File: config.mk
export PLATFORM = sky130hd
export DESIGN_NAME = ir_index_emulator
export DESIGN_NICKNAME = d
export VERILOG_FILES = /design/src/rtl/ir_index_emulator.sv
export SDC_FILE = /design/constraint.sdc
export NUM_CORES = 1
export LEC_CHECK = 0
export CORE_MARGIN = 1.5
export CORE_UTILIZATION = 57
export CTS_CLUSTER_DIAMETER = 50
export DETAILED_ROUTE_END_ITERATION = 6
export PLACE_DENSITY = 0.86
export SLEW_MARGIN = 5
export SYNTH_ARGS = -nofsm -noshare
export SYNTH_HDL_FRONTEND = slang
export SYNTH_SLANG_ARGS = --single-unit
File: constraint.sdc
create_clock -name clk_in -period 16.5 [get_ports clk_in]
set_input_delay 3.3 -clock clk_in [delete_from_list [all_inputs] [get_ports clk_in]]
set_output_delay 3.3 -clock clk_in [all_outputs]
set_load 0.02 [all_outputs]
File: src/rtl/ir_index_emulator.sv
// Synthetic IR index-pulse source that ramps the revolution period geometrically toward a target.
// Optional build macro IR_BOUNCE_EN adds a 1,0,1,0 contact-bounce prefix to every pulse.
`timescale 1ns/1ps

module ir_index_emulator #(
    parameter int PERIOD_WIDTH = 25,
    parameter int START_PERIOD = 20_000_000,
    parameter int PULSE_CYCLES = 16,
    parameter int RAMP_SHIFT   = 3
) (
    input  logic                    clk_in,
    input  logic                    rst_n_in,
    input  logic                    enable_in,
    input  logic [PERIOD_WIDTH-1:0] target_period_in,
    output logic                    ir_tripped_out,
    output logic                    locked_out,
    output logic [15:0]             rev_count_out,
    output logic [PERIOD_WIDTH-1:0] cur_period_out
);

    localparam logic [PERIOD_WIDTH-1:0] START_P = PERIOD_WIDTH'(START_PERIOD);
    localparam logic [PERIOD_WIDTH-1:0] PULSE_P = PERIOD_WIDTH'(PULSE_CYCLES);
    localparam logic [PERIOD_WIDTH-1:0] MIN_TGT = PERIOD_WIDTH'(2 * PULSE_CYCLES);
    localparam logic [PERIOD_WIDTH-1:0] ONE     = PERIOD_WIDTH'(1);

`ifdef IR_BOUNCE_EN
    if (PULSE_CYCLES < 6) begin : g_pulse_too_short
        $error("IR_BOUNCE_EN needs PULSE_CYCLES >= 6");
    end
`endif

    typedef enum logic [1:0] {IDLE, SPINUP, RUN} state_t;

    state_t                  state_q, state_d;
    logic [PERIOD_WIDTH-1:0] phase_q, phase_d;
    logic [PERIOD_WIDTH-1:0] cur_q, cur_d;
    logic [15:0]             rev_q, rev_d;
    logic                    ir_q, ir_d;
    logic [PERIOD_WIDTH-1:0] tgt, diff, step, ramp_period;
    logic                    wrap, bounce_gap;

    // Clamp keeps the low time at least as long as the pulse itself.
    assign tgt  = (target_period_in < MIN_TGT) ? MIN_TGT : target_period_in;
    assign wrap = (phase_q == cur_q - ONE);

    always_comb begin
        // NOTE: every combinational output gets a default first so no path infers a latch.
        diff        = '0;
        ramp_period = tgt;
        if (cur_q >= tgt) begin
            diff = cur_q - tgt;
        end else begin
            diff = tgt - cur_q;
        end
        step = diff >> RAMP_SHIFT;
        if (step != '0) begin
            ramp_period = (cur_q > tgt) ? (cur_q - step) : (cur_q + step);
        end
    end

    always_comb begin
        state_d = state_q;
        phase_d = phase_q;
        cur_d   = cur_q;
        rev_d   = rev_q;
        if (!enable_in) begin
            state_d = IDLE;
            phase_d = '0;
            cur_d   = START_P;
            rev_d   = '0;
        end else begin
            unique case (state_q)
                IDLE: begin
                    state_d = SPINUP;
                    phase_d = '0;
                end
                SPINUP, RUN: begin
                    if (wrap) begin
                        phase_d = '0;
                        rev_d   = rev_q + 16'd1;
                        cur_d   = ramp_period;
                        state_d = (ramp_period == tgt) ? RUN : SPINUP;
                    end else begin
                        phase_d = phase_q + ONE;
                    end
                end
                default: state_d = IDLE;
            endcase
        end
    end

`ifdef IR_BOUNCE_EN
    assign bounce_gap = (phase_d == ONE) || (phase_d == PERIOD_WIDTH'(3));
`else
    assign bounce_gap = 1'b0;
`endif

    // Output is decided from the next phase so the pulse rises on the enable/wrap edge itself.
    assign ir_d = (state_d != IDLE) && (phase_d < PULSE_P) && !bounce_gap;

    always_ff @(posedge clk_in or negedge rst_n_in) begin
        if (!rst_n_in) begin
            state_q <= IDLE;
            phase_q <= '0;
            cur_q   <= START_P;
            rev_q   <= '0;
            ir_q    <= 1'b0;
        end else begin
            // NOTE: sequential state uses non-blocking assignments so all registers update together.
            state_q <= state_d;
            phase_q <= phase_d;
            cur_q   <= cur_d;
            rev_q   <= rev_d;
            ir_q    <= ir_d;
        end
    end

    assign ir_tripped_out = ir_q;
    assign locked_out     = (state_q == RUN);
    assign rev_count_out  = rev_q;
    assign cur_period_out = cur_q;

endmodule

Word-level counts from Yosys, hierarchy flattened. Index checks and enable logic that the tools add are counted.

Bits in registers: 69. Input bits: 28. Output and inout bits: 43. Word-level logic and storage cells: 45.

Add/sub/neg operators: 7. $lt $le $gt $ge: 4. Eq/ne operators: 6. Muxes and demuxes: 17. Reductions and logical operators: 6.

Operator list (count): $mux 25 (9); $eq 25x25->1 (2); $pmux 25 s2 (1); $sub 25x25->25 (2); $mux 16 (3); $add 25x1->25 const B (1); $add 25x22->25 (1); $ge 25x25->1 (1); $gt 25x25->1 (1); $lt 25x5->1 const B (1); $lt 25x6->1 const B (1); $reduce_bool 25->1 (1); $sub 25x1->25 const B (1); $sub 25x22->25 (1); $add 16x1->16 const B (1); $mux 2 (3); $ne 2x1->1 const B (2); $pmux 2 s2 (1); $eq 2x1->1 const B (1); $eq 2x2->1 const B (1); $logic_not 2->1 (1); $reduce_and 2->1 (1); $reduce_bool 2->1 (1); $reduce_or 2->1 (1); $logic_and 1x1->1 (1).

Longest topological paths before layout. Gate-level depths: netlist of run 1.

Depth in word-level cells: 14. Mapped depth: 37. Depth with buffers taken out: 32.

Worst setup path before layout of run 1. Ideal clock, no wire load.

Kind: input port to flip-flop. Start point: input target_period_in[11]. End point: register state_q[1]. Setup time: 122 ps. Arrival time: 10343 ps. Required time: 16378 ps. Path slack: 6035 ps. Stages on the path: 36. Buffers on the path: 7. Cells stage by stage: or4_1 or2_0 buf_2 nor2_1 nor2_1 inv_1 ha_1 clkbuf_1 nand3_1 nor2_1 nand4_1 and3_1 a31o_1 buf_6 buf_6 mux2i_1 xor2_1 nor4_4 and3_1 buf_2 buf_4 a21o_1 xor2_1 ha_1 clkbuf_1 a221o_1 a211oi_1 a31oi_1 and2_1 or4_1 a31oi_1 xnor2_1 xnor2_1 nor3_1 or3b_1 o2111a_1.

Cells in the longest elaborated chain, start to end: 12. Elaborated cells on any way between the ends: 17. Classes of those cells: add/sub (4); order compare (3); eq/ne (1); mux (8); reduce/logical (1).

Ends and longest elaborated chain: start, declared (RTL line 14) `input logic [PERIOD_WIDTH-1:0] target_period_in,`; $lt 25x6->1 (RTL line 43) `assign tgt = (target_period_in < MIN_TGT) ? MIN_TGT : target_period_in;`; $mux 25 * (RTL line 43); $sub 25x25->25, or another cell as far along (RTL line 53) `diff = tgt - cur_q;`; $mux 25 (RTL line 50) `if (cur_q >= tgt) begin`; $add 25x22->25 or $sub 25x22->25 (tied branches) (RTL line 57) `ramp_period = (cur_q > tgt) ? (cur_q - step) : (cur_q + step);`; $mux 25 (RTL line 57); $mux 25 (RTL line 56) `if (step != '0) begin`; $eq 25x25->1 * (RTL line 82) `state_d = (ramp_period == tgt) ? RUN : SPINUP;`; $mux 2 * (RTL line 82); $mux 2 * (RTL line 78) `if (wrap) begin`; $pmux 2 s2 * (RTL line 72) `unique case (state_q)`; $mux 2 * (RTL line 66) `if (!enable_in) begin`; via state_d[1] (RTL line 34) `state_t state_q, state_d;`; end signal, assigned (RTL line 110) `state_q <= state_d;`; end, declared (RTL line 34).

Mark *: on every way through the listed nets, which the timed path passes. The rest lies on a longest branch. A chain may end at the register's enable or synchronous reset.

Final worst setup path of run 1.
Start point: input target_period_in[20]. End point: register state_q[1].

Same word-level chain as after synthesis.

==> flow_metrics.tcl, run 1 <==
set metrics [dict create \
    reg2reg_from "cur_period_out[13]$_DFFE_PN1P_" \
    tns_ns 0 \
    cts_setup_buffers 0 \
    routed_wl_mm 34.1 \
    r2r_slack_ns 7.83 \
    reg2reg_to "state_q[1]$_DFF_PN0_" \
    crit_path_start "target_period_in[20]" \
    netlist_instances 1362 \
    slowest_stage "and3_1" \
    synth_flop_cell "dfrtp_1" \
    dr.pass1.iters 7 \
    multi_input_area_mm2 0.00777 \
    tritoncts.num_buffers 9 \
    wl_per_cell_um 21.3 \
    endpoint "state_q[1]$_DFF_PN0_" \
    finalMaxSlewViolations 0 \
    ff_latch_area_mm2 0.00174 \
    core_mm2 0.0173 \
    worstSetupEndpointType "flip-flop" \
    grt_pass1_wl_mm 53.8 \
    synth_nets 1468 \
    grt_usage_pct 37.0 \
    cp_slowest_stage_delay_ns 0.73 \
    comb_power_share_pct 46.0 \
    hold_ws_ns 0.559 \
    power_switching_uw 273 \
    routabilityCongestion 1.11 \
    fillers 1550 \
    portBuffers 70 \
    dpl.hpwl_mm 26.9 \
    clockPowerShare_pct 29.5 \
    ys_types 90 \
    synth.avg_cell_area_um2 7.42 \
    num_vias 10900 \
    rows 48 \
    io_pins 71 \
    vias_per_cell 6.81 \
    htreeDepth 3 \
    fin_crit_sh_pct 75.8 \
    diodes 0 \
    synth_seq_area_share_pct 17.2 \
    clock_skew_ns 0.00615 \
    die_h_um 136 \
    grt_max_degree 70 \
    grt_remaining_overflow 0 \
    dieArea_mm2 0.0185 \
    setup_viol_count_final 0 \
    die_x_um 136 \
    holdBufCountCts 0 \
    crit_arrival_ns 12.74 \
    yosys_warnings 0 \
    pwr-share-seq_pct 24.5 \
    antenna_found_initial 1 \
    final_area_mm2 0.0111 \
    worst-path-max-fanout 19 \
    irDropWorstVdd_mv 0.0471 \
    grt_pass1_vias 10000 \
    cp.required_ns 16.73 \
    relSlewSlack_pct 25.7 \
    cellPowerDensity_mw_per_mm2 63.0 \
    status "finished with violations" \
    max_freq_mhz 79.9 \
    drc 4 \
    violations "design-rule violations" \
    drv_cap 0 \
    placedInstanceArea_mm2 0.0108 \
    clock_latency_ns 0.34 \
    nets 1475 \
    place_inst 1583 \
    start_kind "input port" \
    floorplan.initialDensity_pct 58.4 \
    switching_share_pct 39.0 \
    r2r_cells 26 \
    cts_resized 0 \
    syn-cell-area_mm2 0.0101 \
    fin_cells 1599 \
    drtIter0Drc 1365 \
    crit_type "input port to flip-flop" \
    path_clk_slew_ns 0.06 \
    ant_nets 0 \
    synthToLayoutAreaGrowth_pct 9.89 \
    drive_above_1_share_pct 5.02 \
    cts_root_buf "clkbuf_16" \
    synth.ff_latch_count 69 \
    min-delay-path-class "flip-flop to flip-flop" \
    hold_viol_final 0 \
    power.internal_uw 427 \
    rsz0062_at_grt "no" \
    cts_tree "yes" \
    tightest_slew_ns 1.10 \
    clockBufferDepth 2 \
    synth-edff-count 0 \
    power_leakage_uw 0.00467 \
    final_core_util_pct 64.2 \
    finalCriticalPeriod_ns 12.51 \
    async_flop_share_pct 100 \
    clock_sinks 69 \
]
==> flip-flops by register name (all words and copies together), names as in the netlist <==
name / cells
ir_tripped_out: 1
rev_count_out: 16
state_q: 2
phase_q: 25
cur_period_out: 25
==> cell type report <==
class / instances / share of cell area [%]
tap: 225 / 2.53
clock buffer: 10 / 2.06
inverter: 73 / 2.47
sequential: 69 / 15.6
multi-input combinational: 1141 / 69.9
clock inverter: 6 / 0.788
timing repair buffer: 75 / 6.60
==> per-stage QoR <==
stage | setup WS (ns) | power, uW
floorplan | 6.04 | 407
global placement | 4.14 | 485
detailed placement | 3.98 | 485
CTS | 4.28 | 690
global route | 3.43 | 734
finish | 3.99 | 699
==> cells in the final DEF, fill, tap and decap left out, drive strengths merged, types with 47 or more instances in the layout <==
cell           count
nor2             115
a21oi            114
nand2             98
xnor2             94
o21ai             85
ha                77
inv               73
clkdlybuf4s50     69
dfrtp             61
nand3             54
xor2              47
==> power by group through the flow <==
stage / Clock (uW) / Combinational (uW) / Sequential, uW
CTS: 207 / 312 / 171
floorplan: 0 / 232 / 175
finish: 206 / 322 / 171
global placement: 0 / 311 / 174
global route: 215 / 348 / 171
detailed placement: 0 / 310 / 174
==> per-layer routing <==
metal,global-route usage [%],vias up,share of wire (%)
met5,0,-,0
li1,-,5029,-
met4,12.9,0,3.8
met1,52.8,5109,43
met2,55.4,649,43
met3,7.23,102,10
==> synthesized netlist by cell type (5+ instances only) <==
cell type  number  area, um^2
a211o_1         5        43.8
a211oi_1       12        90.1
a21o_1         24         180
a21oi_1       113         566
a221oi_1       10        87.6
a311oi_1        6        52.6
a31o_2          7        61.3
a31oi_1        24         150
and2_1         16         100
and3_1         24         150
and4_1         10        87.6
clkbuf_1       69         259
dfrtp_1        61        1530
dfstp_2         8         210
ha_1           77         963
inv_1          73         274
mux2i_1        26         260
nand2_1        98         368
nand2b_1       21         131
nand3_1        53         265
nand4_1        43         269
nand4b_1        7        61.3
nor2_1        113         424
nor2b_1        14        87.6
nor3_1         26         130
nor4_1         24         150
o211ai_1       10        75.1
o21a_1          5        37.5
o21ai_0        85         425
o21bai_1       11        82.6
o221ai_1        5        43.8
o22ai_1        10        62.6
or2_2           6        37.5
or3_1           6        37.5
or4_1          10        75.1
xnor2_1        94         823
xor2_1         47         412
==> worst max-delay path: cells and delay by family <==
kind	cells	cell delay [ns]
adders and majority gates	2	0.65
xor gates and xnor gates	4	0.68
and+or+nand+nor	15	5.04
buffers and inverters	2	0.63
muxes	1	0.32
AOI/OAI and AO/OA	7	2.10
==> kinds of logic (layout without fill, tap and decap cells) <==
kind of cell    after synthesis  after routing  share of synthesized area, %
compound gates              391            391                          25.2
xor+xnor                    142            142                          12.4
fa+ha+maj                    78             78                          9.73
buf+inv                     152            164                          6.07
flops                        69             69                          17.2
mux                          29             29                          2.91
simple gates                501            501                          26.5
==> worst min path at each step <==
stage	start	to	slack (ns)	cells after the start
global route	rev_count_out[1]$_DFFE_PN0P_	rev_count_out[1]$_DFFE_PN0P_	0.61	2
finish	rev_count_out[15]$_DFFE_PN0P_	rev_count_out[15]$_DFFE_PN0P_	0.56	2
floorplan	phase_q[0]$_DFFE_PN0P_	phase_q[0]$_DFFE_PN0P_	0.52	1
global placement	rev_count_out[15]$_DFFE_PN0P_	rev_count_out[15]$_DFFE_PN0P_	0.53	2
detailed placement	rev_count_out[15]$_DFFE_PN0P_	rev_count_out[15]$_DFFE_PN0P_	0.54	2
CTS	rev_count_out[15]$_DFFE_PN0P_	rev_count_out[15]$_DFFE_PN0P_	0.56	2
No activity file was read; power rests on OpenSTA's default activity.
==> run 2: changes to the inputs <==
--- a/config.mk
+++ b/config.mk
@@ -6,10 +6,10 @@
 export NUM_CORES = 1
 export LEC_CHECK = 0
 export CORE_MARGIN = 1.5
-export CORE_UTILIZATION = 57
+export CORE_UTILIZATION = 56
 export CTS_CLUSTER_DIAMETER = 50
 export DETAILED_ROUTE_END_ITERATION = 6
-export PLACE_DENSITY = 0.86
+export PLACE_DENSITY = 0.88
 export SLEW_MARGIN = 5
 export SYNTH_ARGS = -nofsm -noshare
 export SYNTH_HDL_FRONTEND = slang
==> constraint.sdc (replaced) <==
create_clock -name clk_in -period 10.3 [get_ports clk_in]
set_input_delay 2.06 -clock clk_in [delete_from_list [all_inputs] [get_ports clk_in]]
set_output_delay 2.06 -clock clk_in [all_outputs]
set_load 0.02 [all_outputs]
==> run 2 against run 1 <==
  * The flow still finishes with violations (design-rule violations)
  * Cell count up 3.7%
  * Global-route usage up 2.1 points
  * Critical path type unchanged
  * Combinational power up 74%
  * Critical path depth down 1
  * Worst hold slack worse by 0.013 ns
  * Sequential share of layout area down 0.59 points
  * Critical endpoint unchanged
  * Power up 65%
==> flow_metrics.tcl, run 2 (synthesized netlist as in run 1, its figures left out) <==
set metrics [dict create \
    dieArea_mm2 0.0189 \
    cpLargestDelayFamily "compound AO/OA/AOI/OAI gates" \
    hold_viol_final 0 \
    power_leakage_uw 0.00495 \
    antenna_found_initial 1 \
    grt_remaining_overflow 0 \
    rsz0062_at_grt "no" \
    worstSetupEndpointType "flip-flop" \
    drv_cap 0 \
    floorplan.initialDensity_pct 57.8 \
    cts_setup_buffers 0 \
    status "finished with violations" \
    cts_tree "yes" \
    max_freq_mhz 101 \
    holdBufCountCts 0 \
    path_clk_slew_ns 0.06 \
    synthToLayoutAreaGrowth_pct 14.2 \
    min-delay-path-class "flip-flop to flip-flop" \
    worst-path-buf-inv 2 \
    clock_sinks 69 \
    io_pins 71 \
    slowest_stage "or4_1" \
    clock_latency_ns 0.34 \
    ant_nets 0 \
    nets 1534 \
    diodes 0 \
    routed_wl_mm 37.4 \
    die_x_um 137 \
    dpl.hpwl_mm 29.7 \
    setup_viol_count_final 0 \
    clockBufferDepth 2 \
    grt_pass1_vias 10100 \
    finalCriticalPeriod_ns 9.90 \
    p_total_uw 1150 \
    violations "design-rule violations" \
    start_kind "input port" \
    final_core_util_pct 66.1 \
    finalMaxSlewViolations 0 \
    clock_skew_ns 0.00564 \
    vias_per_cell 6.89 \
    route.met3.wl_mm 4.52 \
    drive_above_1_share_pct 9.00 \
    cp.required_ns 10.57 \
    core_mm2 0.0175 \
    cts_root_buf "clkbuf_16" \
    crit_type "input port to flip-flop" \
    drc 7 \
    wl_per_cell_um 22.6 \
    grt_usage_pct 39.2 \
    portBuffers 70 \
    tightest_slew_ns 1.04 \
    tritoncts.num_buffers 9 \
    r2r_slack_ns 2.60 \
    drtIter0Drc 1604 \
    routabilityCongestion 1.08 \
    crit_arrival_ns 10.17 \
    cp_slowest_stage_delay_ns 0.62 \
    top_layer_used "met4" \
    cellPowerDensity_mw_per_mm2 99.7 \
    rows 48 \
    die_h_um 137 \
    relSlewSlack_pct 29.9 \
    final_cell_mix "nor2_1 (113), a21oi_1 (113), nand2_1 (98), xnor2_1 (94), o21ai_0 (85)" \
    num_vias 11400 \
    tns_ns 0 \
    fin_crit_sh_pct 96.1 \
    grt_max_degree 70 \
    worst-path-max-fanout 11 \
    irDropWorstVdd_mv 0.0928 \
    wl_met1_mm 15.8 \
    grt_pass1_wl_mm 56.3 \
    dr_wl_met2_mm 15.7 \
    dr.pass1.iters 7 \
    htreeDepth 3 \
]
==> run 2: cell types whose count changed in the layout (fill, tap and decap cells not counted) <==
| cell | previous run | this run |
|---|---|---|
| clkinvlp_4 | 0 | 2 |
| buf_4 | 5 | 64 |
| clkinv_4 | 2 | 0 |
| inv_6 | 0 | 1 |
| a31o_4 | 0 | 1 |
| clkbuf_8 | 0 | 1 |
| clkinv_2 | 2 | 1 |
| a31o_1 | 3 | 2 |
| bufinv_16 | 2 | 1 |
==> run 2: final cells by class <==
class | count | area [um^2]
Multi-Input combinational cell | 1141 | 7770
Fill cell | 1534 | 5930
Clock buffer | 11 | 243
Timing Repair Buffer | 134 | 1180
Inverter | 73 | 274
Clock inverter | 5 | 58.8
Sequential cell | 69 | 1740
Tap cell | 225 | 282
==> run 2: where the power goes <==
part | leakage, uW | internal [uW] | switching, uW
Clock | 0.000142 | 194 | 121
Sequential | 0.000933 | 273 | 1.74
Combinational | 0.00387 | 227 | 335
==> run 2: path summary, 6_finish.rpt <==
path,from,end,cells past startpoint
worst max-delay path,target_period_in[22],state_q[1]$_DFF_PN0_,30
worst min-delay path,rev_count_out[15]$_DFFE_PN0P_,rev_count_out[15]$_DFFE_PN0P_,2
worst max register to register,cur_period_out[11]$_DFFE_PN1P_,state_q[1]$_DFF_PN0_,27
worst min register to register,rev_count_out[15]$_DFFE_PN0P_,rev_count_out[15]$_DFFE_PN0P_,2
max in group asynchronous,rst_n_in,cur_period_out[7]$_DFFE_PN0P_,2
min in group asynchronous,rst_n_in,rev_count_out[14]$_DFFE_PN0P_,2
==> run 2: metal layers <==
metal	vias to the layer above	track usage, %
met3	122	10.2
met2	813	59.2
met5	-	0
li1	5153	-
met4	0	11.9
met1	5331	54.5
==> run 2: what timing repair did <==
item,in CTS,in global routing
resized for setup,0,2
endpoints found under the setup margin,0,2
endpoints found under the hold margin,0,0
==> run 2: metrics by stage <==
| step | hold slack, ns | cell area (um^2) | instances | worst slack, ns |
|---|---|---|---|---|
| 2_1_floorplan | 0.518 | 10100 | 1362 | 1.08 |
| 3_3_place_gp | 0.526 | 11200 | 1642 | 0.280 |
| 3_5_place_dp | 0.536 | 11200 | 1642 | 0.0296 |
| 4_1_cts | 0.555 | 11500 | 1658 | 0.349 |
| 5_1_grt | 0.571 | 11500 | 1658 | 0.0555 |
| 6_report | 0.546 | 11500 | 1658 | 0.405 |
==> run 2: worst reg2reg max path, stage by stage (launching register included) <==
cell and delay (ns):
dfstp_2 0.68, inv_1 0.17, ha_1 0.51, nand4_1 0.31
nor4_1 0.34, buf_4 0.18, nand4_1 0.09, and3_1 0.26
a31o_4 0.34, mux2i_1 0.20, xor2_1 0.34, buf_4 0.20
nor2_1 0.05, a21oi_1 0.17, xor2_1 0.28, ha_1 0.35
and3_1 0.22, a221o_1 0.43, a21o_1 0.27, a31o_2 0.30
a311oi_1 0.48, xnor3_1 0.22, nand4_1 0.12, nor4_1 0.36
nand4_1 0.14, nor3_1 0.24, or3b_1 0.18, o2111a_1 0.20
